--- src/rtl/m_axi_reader.sv ---
`default_nettype none
// ============================================================================
// Module   : m_axi_reader
// Purpose  : Issues a single AXI4 INCR read burst of 1..BUF_DEPTH beats and
//            stores the returned R beats in a local buffer that can be read
//            back through a registered read port.
// Ports    : clk, areset (async, active low)
//            start_i/addr_i/len_i        - request (len_i = beat count)
//            ar*_o, arready_i            - AXI read address channel
//            r*_i, rready_o              - AXI read data channel
//            buf_addr_i/buf_data_o       - buffer read port (1-cycle latency)
//            status_o/busy_o/done_o/err_o- state code and completion flags
// Revision : 1.0 - initial release
// ============================================================================
module m_axi_reader #(
    parameter int DATA_WIDTH = 32,
    parameter int ADDR_WIDTH = 64,
    parameter int BUF_DEPTH  = 16,
    localparam int BUF_AW    = (BUF_DEPTH > 1) ? $clog2(BUF_DEPTH) : 1
) (
    input  logic                  clk,
    input  logic                  areset,
    input  logic                  start_i,
    input  logic [ADDR_WIDTH-1:0] addr_i,
    input  logic [8:0]            len_i,
    output logic [3:0]            arid_o,
    output logic [ADDR_WIDTH-1:0] araddr_o,
    output logic [7:0]            arlen_o,
    output logic [2:0]            arsize_o,
    output logic [1:0]            arburst_o,
    output logic                  arvalid_o,
    input  logic                  arready_i,
    input  logic [3:0]            rid_i,
    input  logic [DATA_WIDTH-1:0] rdata_i,
    input  logic [1:0]            rresp_i,
    input  logic                  rlast_i,
    input  logic                  rvalid_i,
    output logic                  rready_o,
    input  logic [BUF_AW-1:0]     buf_addr_i,
    output logic [DATA_WIDTH-1:0] buf_data_o,
    output logic [2:0]            status_o,
    output logic                  busy_o,
    output logic                  done_o,
    output logic                  err_o
);

    localparam logic [2:0] C_ARSIZE = 3'($clog2(DATA_WIDTH / 8));
    localparam logic [8:0] C_DEPTH  = 9'(BUF_DEPTH);

    typedef enum logic [2:0] {
        S_IDLE  = 3'd0,
        S_ADDR  = 3'd1,
        S_DATA  = 3'd2,
        S_DONE  = 3'd3,
        S_ERROR = 3'd4
    } state_t;

    state_t                  state_q, state_d;
    logic [ADDR_WIDTH-1:0]   addr_q, addr_d;
    logic [7:0]              arlen_q, arlen_d;
    logic [2:0]              arsize_q, arsize_d;
    logic [1:0]              arburst_q, arburst_d;
    logic [8:0]              beat_q, beat_d;     // beats accepted so far
    logic                    berr_q, berr_d;     // error seen in current burst
    logic                    err_q, err_d;
    logic [DATA_WIDTH-1:0]   buf_data_q;
    logic [DATA_WIDTH-1:0]   mem [BUF_DEPTH];

    logic                    len_ok;
    logic                    is_len_beat;
    logic                    beat_err;
    logic                    wr_en;

    assign len_ok      = (len_i != 9'd0) && (len_i <= C_DEPTH);
    assign is_len_beat = (beat_q == {1'b0, arlen_q});
    // Any protocol or response problem on this beat; rlast must coincide
    // exactly with the len-th beat.
    assign beat_err    = (rresp_i != 2'b00) || (rid_i != 4'd0) ||
                         (rlast_i != is_len_beat);
    // Beats past the end of the buffer (missing rlast) are dropped, not wrapped.
    assign wr_en       = (state_q == S_DATA) && rvalid_i && (beat_q < C_DEPTH);

    always_comb begin
        state_d   = state_q;
        addr_d    = addr_q;
        arlen_d   = arlen_q;
        arsize_d  = arsize_q;
        arburst_d = arburst_q;
        beat_d    = beat_q;
        berr_d    = berr_q;
        err_d     = err_q;
        case (state_q)
            S_IDLE: begin
                if (start_i) begin
                    if (len_ok) begin
                        addr_d    = addr_i;
                        arlen_d   = 8'(len_i - 9'd1);
                        arsize_d  = C_ARSIZE;
                        arburst_d = 2'b01;
                        beat_d    = 9'd0;
                        berr_d    = 1'b0;
                        err_d     = 1'b0;
                        state_d   = S_ADDR;
                    end else begin
                        err_d   = 1'b1;
                        state_d = S_ERROR;
                    end
                end
            end
            S_ADDR: begin
                if (arready_i) begin
                    state_d = S_DATA;
                end
            end
            S_DATA: begin
                if (rvalid_i) begin
                    // Saturate so a runaway burst never aliases onto len-1.
                    if (beat_q != 9'h1FF) begin
                        beat_d = beat_q + 9'd1;
                    end
                    berr_d = berr_q | beat_err;
                    if (rlast_i) begin
                        if (berr_q || beat_err) begin
                            err_d   = 1'b1;
                            state_d = S_ERROR;
                        end else begin
                            state_d = S_DONE;
                        end
                    end
                end
            end
            S_DONE:  state_d = S_IDLE;
            S_ERROR: state_d = S_IDLE;
            default: state_d = S_IDLE;
        endcase
    end

    always_ff @(posedge clk or negedge areset) begin
        if (!areset) begin
            state_q    <= S_IDLE;
            addr_q     <= '0;
            arlen_q    <= '0;
            arsize_q   <= '0;
            arburst_q  <= '0;
            beat_q     <= '0;
            berr_q     <= 1'b0;
            err_q      <= 1'b0;
            buf_data_q <= '0;
        end else begin
            state_q    <= state_d;
            addr_q     <= addr_d;
            arlen_q    <= arlen_d;
            arsize_q   <= arsize_d;
            arburst_q  <= arburst_d;
            beat_q     <= beat_d;
            berr_q     <= berr_d;
            err_q      <= err_d;
            buf_data_q <= mem[buf_addr_i];
        end
    end

    // Buffer storage is deliberately not reset.
    always_ff @(posedge clk) begin
        if (wr_en) begin
            mem[beat_q[BUF_AW-1:0]] <= rdata_i;
        end
    end

    assign arid_o     = 4'd0;
    assign araddr_o   = addr_q;
    assign arlen_o    = arlen_q;
    assign arsize_o   = arsize_q;
    assign arburst_o  = arburst_q;
    assign arvalid_o  = (state_q == S_ADDR);
    assign rready_o   = (state_q == S_DATA);
    assign buf_data_o = buf_data_q;
    assign status_o   = state_q;
    assign busy_o     = (state_q == S_ADDR) || (state_q == S_DATA);
    assign done_o     = (state_q == S_DONE) || (state_q == S_ERROR);
    assign err_o      = err_q;

endmodule
`default_nettype wire

--- config.mk ---
export PLATFORM = sky130hd
export DESIGN_NAME = m_axi_reader
export DESIGN_NICKNAME = d
export VERILOG_FILES = /design/src/rtl/m_axi_reader.sv
export SDC_FILE = /design/constraint.sdc
export NUM_CORES = 1
export LEC_CHECK = 0
export CORE_MARGIN = 3
export CORE_UTILIZATION = 55
export CTS_CLUSTER_SIZE = 20
export DETAILED_ROUTE_END_ITERATION = 12
export MAX_ROUTING_LAYER = met4
export PLACE_DENSITY = 0.77
export SYNTH_ARGS = -nofsm -noshare
export SYNTH_HDL_FRONTEND = slang
export SYNTH_SLANG_ARGS = --single-unit
--- constraint.sdc ---
create_clock -name clk -period 5.6 [get_ports clk]
set_clock_uncertainty 0.15 [all_clocks]
set_input_delay 0.56 -clock clk [delete_from_list [all_inputs] [get_ports clk]]
set_output_delay 0.56 -clock clk [all_outputs]
set_load 0.01 [all_outputs]
==> results of run 1 <==
==> metal layers <==
| metal | vias to the layer above | track usage | routed length, um |
|---|---|---|---|
| met5 | - | - | 0 |
| li1 | 5306 | - | - |
| met2 | 534 | 0.383 | 26600 |
| met3 | 93 | 0.0433 | 3690 |
| met4 | 0 | 0.0711 | 1330 |
| met1 | 6382 | 0.322 | 21500 |
==> registers in the layout (all words and copies together), names as in the netlist <==
signal,flops
arburst_o,1
berr_q,1
arlen_o,8
mem,512
err_o,1
araddr_o,64
buf_data_o,32
beat_q,9
status_o,3
==> Yosys cell counts (2+ instances only) <==
cell	n	area share
edfxtp_1	512	0.63
nand2_1	215	0.033
dfrtp_1	119	0.12
mux4_2	110	0.10
mux4_1	50	0.054
clkbuf_1	26	0.0040
nor2_1	19	0.0029
o21ai_0	16	0.0033
buf_6	11	0.0051
xnor2_1	11	0.0040
buf_2	9	0.0019
buf_4	8	0.0025
o31ai_1	8	0.0025
buf_1	7	0.0011
ha_1	7	0.0036
nand2b_1	7	0.0018
nand3_1	7	0.0014
inv_1	6	0.00093
nor3_1	6	0.0012
a21oi_1	4	0.00082
and3_1	4	0.0010
and2_1	3	0.00077
buf_8	3	0.0019
or4_1	3	0.00093
xor2_1	3	0.0011
and4b_1	2	0.00082
nand3b_1	2	0.00062
nand4_1	2	0.00052
nor3b_1	2	0.00062
nor4_1	2	0.00052
o21a_1	2	0.00062
or2_2	2	0.00052
==> timing repair <==
item | in CTS | in global routing
hold buffers | 1 | 0
endpoints found under the hold margin | 62 | 0
endpoints found under the setup margin | 0 | 0
==> power breakdown <==
part           switching (uW)  leakage [uW]  internal [uW]  total, uW
Sequential               88.9       0.00612           5210       5300
Combinational             402       0.00317            471        873
Clock                    1700      0.000981           2520       4220
Total                    2190        0.0103           8190      10400
==> kinds of logic after synthesis <==
family | share of synthesized area
AOI/OAI and AO/OA | 0.00989
other | 0.000154
muxes | 0.157
adders and majority gates | 0.00361
xor gates and xnor gates | 0.00572
DFF | 0.756
and+or+nand+nor | 0.0505
buffers and inverters | 0.0175
==> layout make-up <==
cell class                 count  area, um^2  share of cell area
timing repair buffer         250        2480              0.0847
tap                          585         732              0.0250
inverter                       7        26.3            0.000897
sequential                   631       18400               0.627
multi-input combinational    513        5640               0.192
clock buffer                  70        1540              0.0525
clock inverter                42         522              0.0178
==> per-stage QoR <==
stage | hold WS [ns] | power [uW] | utilization
final | 0.322 | 10400 | 0.675
after global routing | 0.331 | 10700 | 0.675
after CTS | 0.306 | 10500 | 0.675
after detailed placement | 0.311 | 6260 | 0.628
after global placement | 0.308 | 6240 | 0.628
after floorplan | 0.114 | 5760 | -
==> how the worst max path moves through the flow <==
stage	start	endpoint	slack [ns]	cells past startpoint
after floorplan	status_o[2]$_DFFE_PN0P_	mem[15][0]$_DFFE_PP_	0.77	5
after global placement	len_i[0]	araddr_o[15]$_DFFE_PN0P_	2.12	9
after detailed placement	len_i[0]	araddr_o[14]$_DFFE_PN0P_	2.04	9
after CTS	status_o[0]$_DFFE_PN0P_	mem[12][12]$_DFFE_PP_	2.04	7
after global routing	status_o[0]$_DFFE_PN0P_	mem[12][12]$_DFFE_PP_	1.77	7
final	status_o[0]$_DFFE_PN0P_	mem[12][20]$_DFFE_PP_	2.02	7
==> worst min-delay path, delay by kind of cell (launching register included) <==
family / cells / cell delay [ns]
flops: 1 / 0.34
simple gates: 2 / 0.10
==> flow_summary.json, run 1 <==
{
  "status": "completed",
  "post-place-ws_ns": 2.04,
  "syn_avg_cell_area_um2": 20.1,
  "fin_setup_tns_ns": 0,
  "async_reset_ff_frac": 0.189,
  "critPathLaunchType": "flop",
  "ys_warn_count": 0,
  "period_needed_ns": 3.58,
  "ir_drop_mv": 0.295,
  "syn_inst": 1209,
  "rsz0062_at_grt": "false",
  "ys_ff_latch": 631,
  "root_buffer": "clkbuf_16",
  "dp.cells": 1985,
  "finalCritPeriodShare": 0.639,
  "die_x_um": 216,
  "cpMaxStageDelayCell": "nor2_4",
  "grt.overflow.total": 0,
  "layout-drive-gt1-share": 0.165,
  "cp-end-kind": "flop",
  "route.detailed.drc": 0,
  "cts_tree": "built",
  "holdPathStages": 2,
  "cts_htree_levels": 2,
  "min_from": "araddr_o[41]$_DFFE_PN0P_",
  "cts.sinks": 631,
  "num_vias": 12315,
  "grt_pass1_wl_mm": 81.1,
  "via_per_inst": 5.87,
  "die_h_um": 216,
  "area_growth_syn_to_layout_pct": 20.6,
  "reg2reg_from": "status_o[0]$_DFFE_PN0P_",
  "tightest_slew_ns": 1.34,
  "path_clk_slew_ns": 0.06,
  "synth_cell_types": 53,
  "placed_area_um2": 27200,
  "rows": 76,
  "dr.pass1.iters": 5,
  "place_congestion": 0.893,
  "p_leak_uw": 0.0103,
  "final_common_cell": "edfxtp_1",
  "first_global_vias": 12734,
  "start_util": 0.560,
  "relSlewSlack": 0.102,
  "worst_slack_ns": 2.02,
  "diodes": 0,
  "powerDensity_nw_per_um2": 355,
  "fin_area_um2": 29300,
  "cts_buffers": 60,
  "core_um2": 43400,
  "clockBufferDepth": 3,
  "ant_nets": 0,
  "final-hold-violation-count": 0,
  "track_usage": 0.239,
  "wl_per_cell_um": 25.3,
  "finalMaxSlewViolations": 0,
  "r2r_slack_ns": 2.02,
  "path_buf_inv": 1,
  "drt_iter0_markers": 1255,
  "hold_class": "reg -> reg",
  "path_class": "reg -> reg",
  "critPathArrivalTime_ns": 3.64,
  "cp_cell_sequence": "nor2_2 > nand2_1 > inv_2 > nand2_1 > nor3_2 > nand2_1 > nor2_4",
  "grt_max_degree": 73,
  "final_cell_mix": "512 x edfxtp_1, 229 x clkdlybuf4s50_1, 215 x nand2_1",
  "dp_hpwl_mm": 30.3,
  "syn_area_um2": 24300,
  "cp_common_cell": "nand2_1",
  "dieArea_um2": 46700,
  "max_stage_delay_ns": 1.07,
  "synth_edf_count": 512,
  "fillers": 2773,
  "max_freq_mhz": 279,
  "wirelength_mm": 53.1,
  "crit_family": "simple AND/OR/NAND/NOR gates",
  "fin_nets": 1591,
  "cts_resized": 0,
  "setup_viol": 0,
  "hold_end": "araddr_o[41]$_DFFE_PN0P_",
  "postCtsSetupBuffers": 0,
  "r2r_end": "mem[12][20]$_DFFE_PP_",
  "critPathMaxFanout": 32,
  "r2r_cells": 7,
  "portBuffers": 234,
  "antenna_found_initial": 0,
  "clock_latency_ns": 0.60,
  "maxCapViolations": 0,
  "cp.required_ns": 5.66,
  "top_level_ports": 242,
  "yosysSeqAreaShare": 0.756,
  "instances_no_fill": 2098,
  "synthFlopType": "edfxtp_1"
}
(Power assumes the default switching activity.)
==> run 2, diff against run 1 <==
- CORE_UTILIZATION: 55 -> 51
- PLACE_DENSITY: 0.77 -> 0.75
- clock period: 5.6 -> 2.95 ns (I/O delays scaled with it)
==> run 2 against run 1 <==
Net effect:
- combinational power rose by 100%
- register-to-register slack got worse by 1.9 ns
- die area rose by 7.6%
- routed wire length rose by 2.9%
- cell count rose by 3.3%
- power rose by 91%
- critical path type unchanged
- clock-buffer cell count rose by 12
- global-route usage fell by 1.1 points
- sequential power rose by 89%
- fmax rose by 28%
- sequential share of layout area fell by 1.4 points
- worst setup slack got worse by 1.9 ns
==> flow_summary.json, run 2 (synthesis gave the netlist of run 1 again) <==
{
  "start_util": 0.520,
  "max_stage_delay_ns": 0.50,
  "post-place-ws_ns": 0.0829,
  "cp-end-kind": "flop",
  "hold_end": "araddr_o[24]$_DFFE_PN0P_",
  "cts_htree_levels": 2,
  "wirelength_mm": 54.7,
  "cp_cell_sequence": "ha_1 > and3_1 > and3_1 > and3_1 > ha_1 > o21ai_0 > nand2_2 > or4_1 > a21oi_1",
  "clock_latency_ns": 0.62,
  "cp.required_ns": 3.32,
  "layout-drive-gt1-share": 0.194,
  "relSlewSlack": 0.565,
  "ant_nets": 0,
  "r2r_slack_ns": 0.16,
  "clockBufferDepth": 3,
  "grt_pass1_wl_mm": 82.5,
  "dieArea_um2": 50300,
  "finalCritPeriodShare": 0.946,
  "path_buf_inv": 0,
  "rows": 79,
  "path_class": "reg -> reg",
  "dr.pass1.iters": 5,
  "comb_power_share": 0.088,
  "ff_latch_area_um2": 18400,
  "r2r_cells": 9,
  "p_clk_frac": 0.406,
  "core_um2": 46800,
  "crit_family": "simple AND/OR/NAND/NOR gates",
  "fin_nets": 1634,
  "critPathArrivalTime_ns": 3.16,
  "via_per_inst": 5.77,
  "final_util": 0.641,
  "instances_no_fill": 2167,
  "dp.cells": 2049,
  "place_congestion": 0.851,
  "min_from": "addr_i[24]",
  "path_clk_slew_ns": 0.06,
  "die_x_um": 224,
  "fillers": 3113,
  "top_level_ports": 242,
  "p_int_uw": 15700,
  "track_usage": 0.228,
  "p_leak_uw": 0.0106,
  "route.detailed.drc": 0,
  "grt.overflow.total": 0,
  "cp_common_cell": "and3_1",
  "p_sw_frac": 0.211,
  "final_cell_mix": "512 x edfxtp_1, 229 x clkdlybuf4s50_1, 211 x nand2_1",
  "multi_input_area_um2": 5690,
  "hold_ws_ns": 0.0659,
  "drt_iter0_markers": 1027,
  "finalMaxSlewViolations": 0,
  "hold_class": "in -> reg",
  "num_vias": 12502,
  "portBuffers": 234,
  "p_total_uw": 19900,
  "critPathMaxFanout": 10,
  "cts_buffers": 61,
  "tightest_slew_ns": 0.653,
  "wl_per_cell_um": 25.2,
  "ir_drop_mv": 0.571,
  "cpMaxStageDelayCell": "or4_1",
  "reg2reg_from": "beat_q[0]$_DFFE_PN0P_",
  "critPathLaunchType": "flop",
  "powerDensity_nw_per_um2": 662,
  "root_buffer": "clkbuf_16",
  "final_common_cell": "edfxtp_1",
  "netSwitchingPower_uw": 4190,
  "postCtsSetupBuffers": 0,
  "period_needed_ns": 2.79,
  "status": "completed",
  "first_global_vias": 12926,
  "r2r_end": "beat_q[5]$_DFFE_PN0P_",
  "p_seq_frac": 0.506,
  "holdPathStages": 3,
  "area_growth_syn_to_layout_pct": 23.4,
  "cts.sinks": 631,
  "max_freq_mhz": 358,
  "grt_max_degree": 65,
  "worst_slack_ns": 0.160,
  "maxCapViolations": 0,
  "rsz0062_at_grt": "false",
  "antenna_found_initial": 3,
  "die_h_um": 224,
  "largest_register_ffs": 512,
  "final-hold-violation-count": 0,
  "setup_viol": 0,
  "dp_hpwl_mm": 32.3,
  "cts_tree": "built"
}
## run 2: changes by cell type in the layout (fill, tap and decap cells not counted), moves of 4 or more
cell and change:
buf_4 +24, buf_12 +18, clkbuf_8 +8, clkinv_1 -7, nand2_1 -4, nand2_2 +4
nor3_2 -4, nor3_4 +4
## run 2: power groups by stage
stage | logic, uW | registers [uW] | clock network [uW]
global placement | 1730 | 10200 | 0
CTS | 1770 | 10000 | 8240
floorplan | 608 | 10300 | 0
finish | 1750 | 10000 | 8070
detailed placement | 1750 | 10200 | 0
global route | 1880 | 10100 | 8550
## run 2: final cells by class
class                   count  area share
flip-flops and latches    631       0.612
clock buffers              82      0.0569
diodes                      3    0.000250
clock inverters            32      0.0137
repair buffers            292       0.101
well taps                 607      0.0253
inverters                   7    0.000877
multi-input cells         513       0.190
## run 2: metrics by stage
stage	area [um^2]	setup TNS (ns)
floorplan	24400	-158.25
global placement	27800	0
detailed placement	27800	0
CTS	29900	0
global route	30000	0
finish	30000	0
## run 2: routing by layer
metal / wire length [um] / track usage / vias up
met4: 1270 / 0.0654 / 0
li1: - / - / 5385
met1: 22300 / 0.304 / 6521
met5: 0 / - / -
met2: 27100 / 0.367 / 497
met3: 3970 / 0.0433 / 99
## run 2: worst max-delay path by stage
stage / start / slack (ns) / to / cells past startpoint
after global placement: beat_q[6]$_DFFE_PN0P_ / 0.16 / mem[0][10]$_DFFE_PP_ / 5
after detailed placement: status_o[2]$_DFFE_PN0P_ / 0.08 / mem[1][15]$_DFFE_PP_ / 8
after CTS: status_o[2]$_DFFE_PN0P_ / 0.05 / mem[0][3]$_DFFE_PP_ / 8
final: beat_q[0]$_DFFE_PN0P_ / 0.16 / beat_q[5]$_DFFE_PN0P_ / 9
after global routing: beat_q[0]$_DFFE_PN0P_ / 0.02 / beat_q[7]$_DFFE_PN0P_ / 9
after floorplan: status_o[2]$_DFFE_PN0P_ / -0.50 / mem[4][0]$_DFFE_PP_ / 7
## run 2: worst min-delay path: stages
cell and delay [ns]:
clkdlybuf4s50_1 0.39, nand2_1 0.05, nand2_1 0.04
## run 2: timing repair
| action | 4_1_cts | 5_1_grt |
|---|---|---|
| resized for setup | 0 | 5 |
| endpoints found under the setup margin | 0 | 242 |
| hold buffers | 1 | 0 |
| hold endpoints to repair | 62 | 0 |
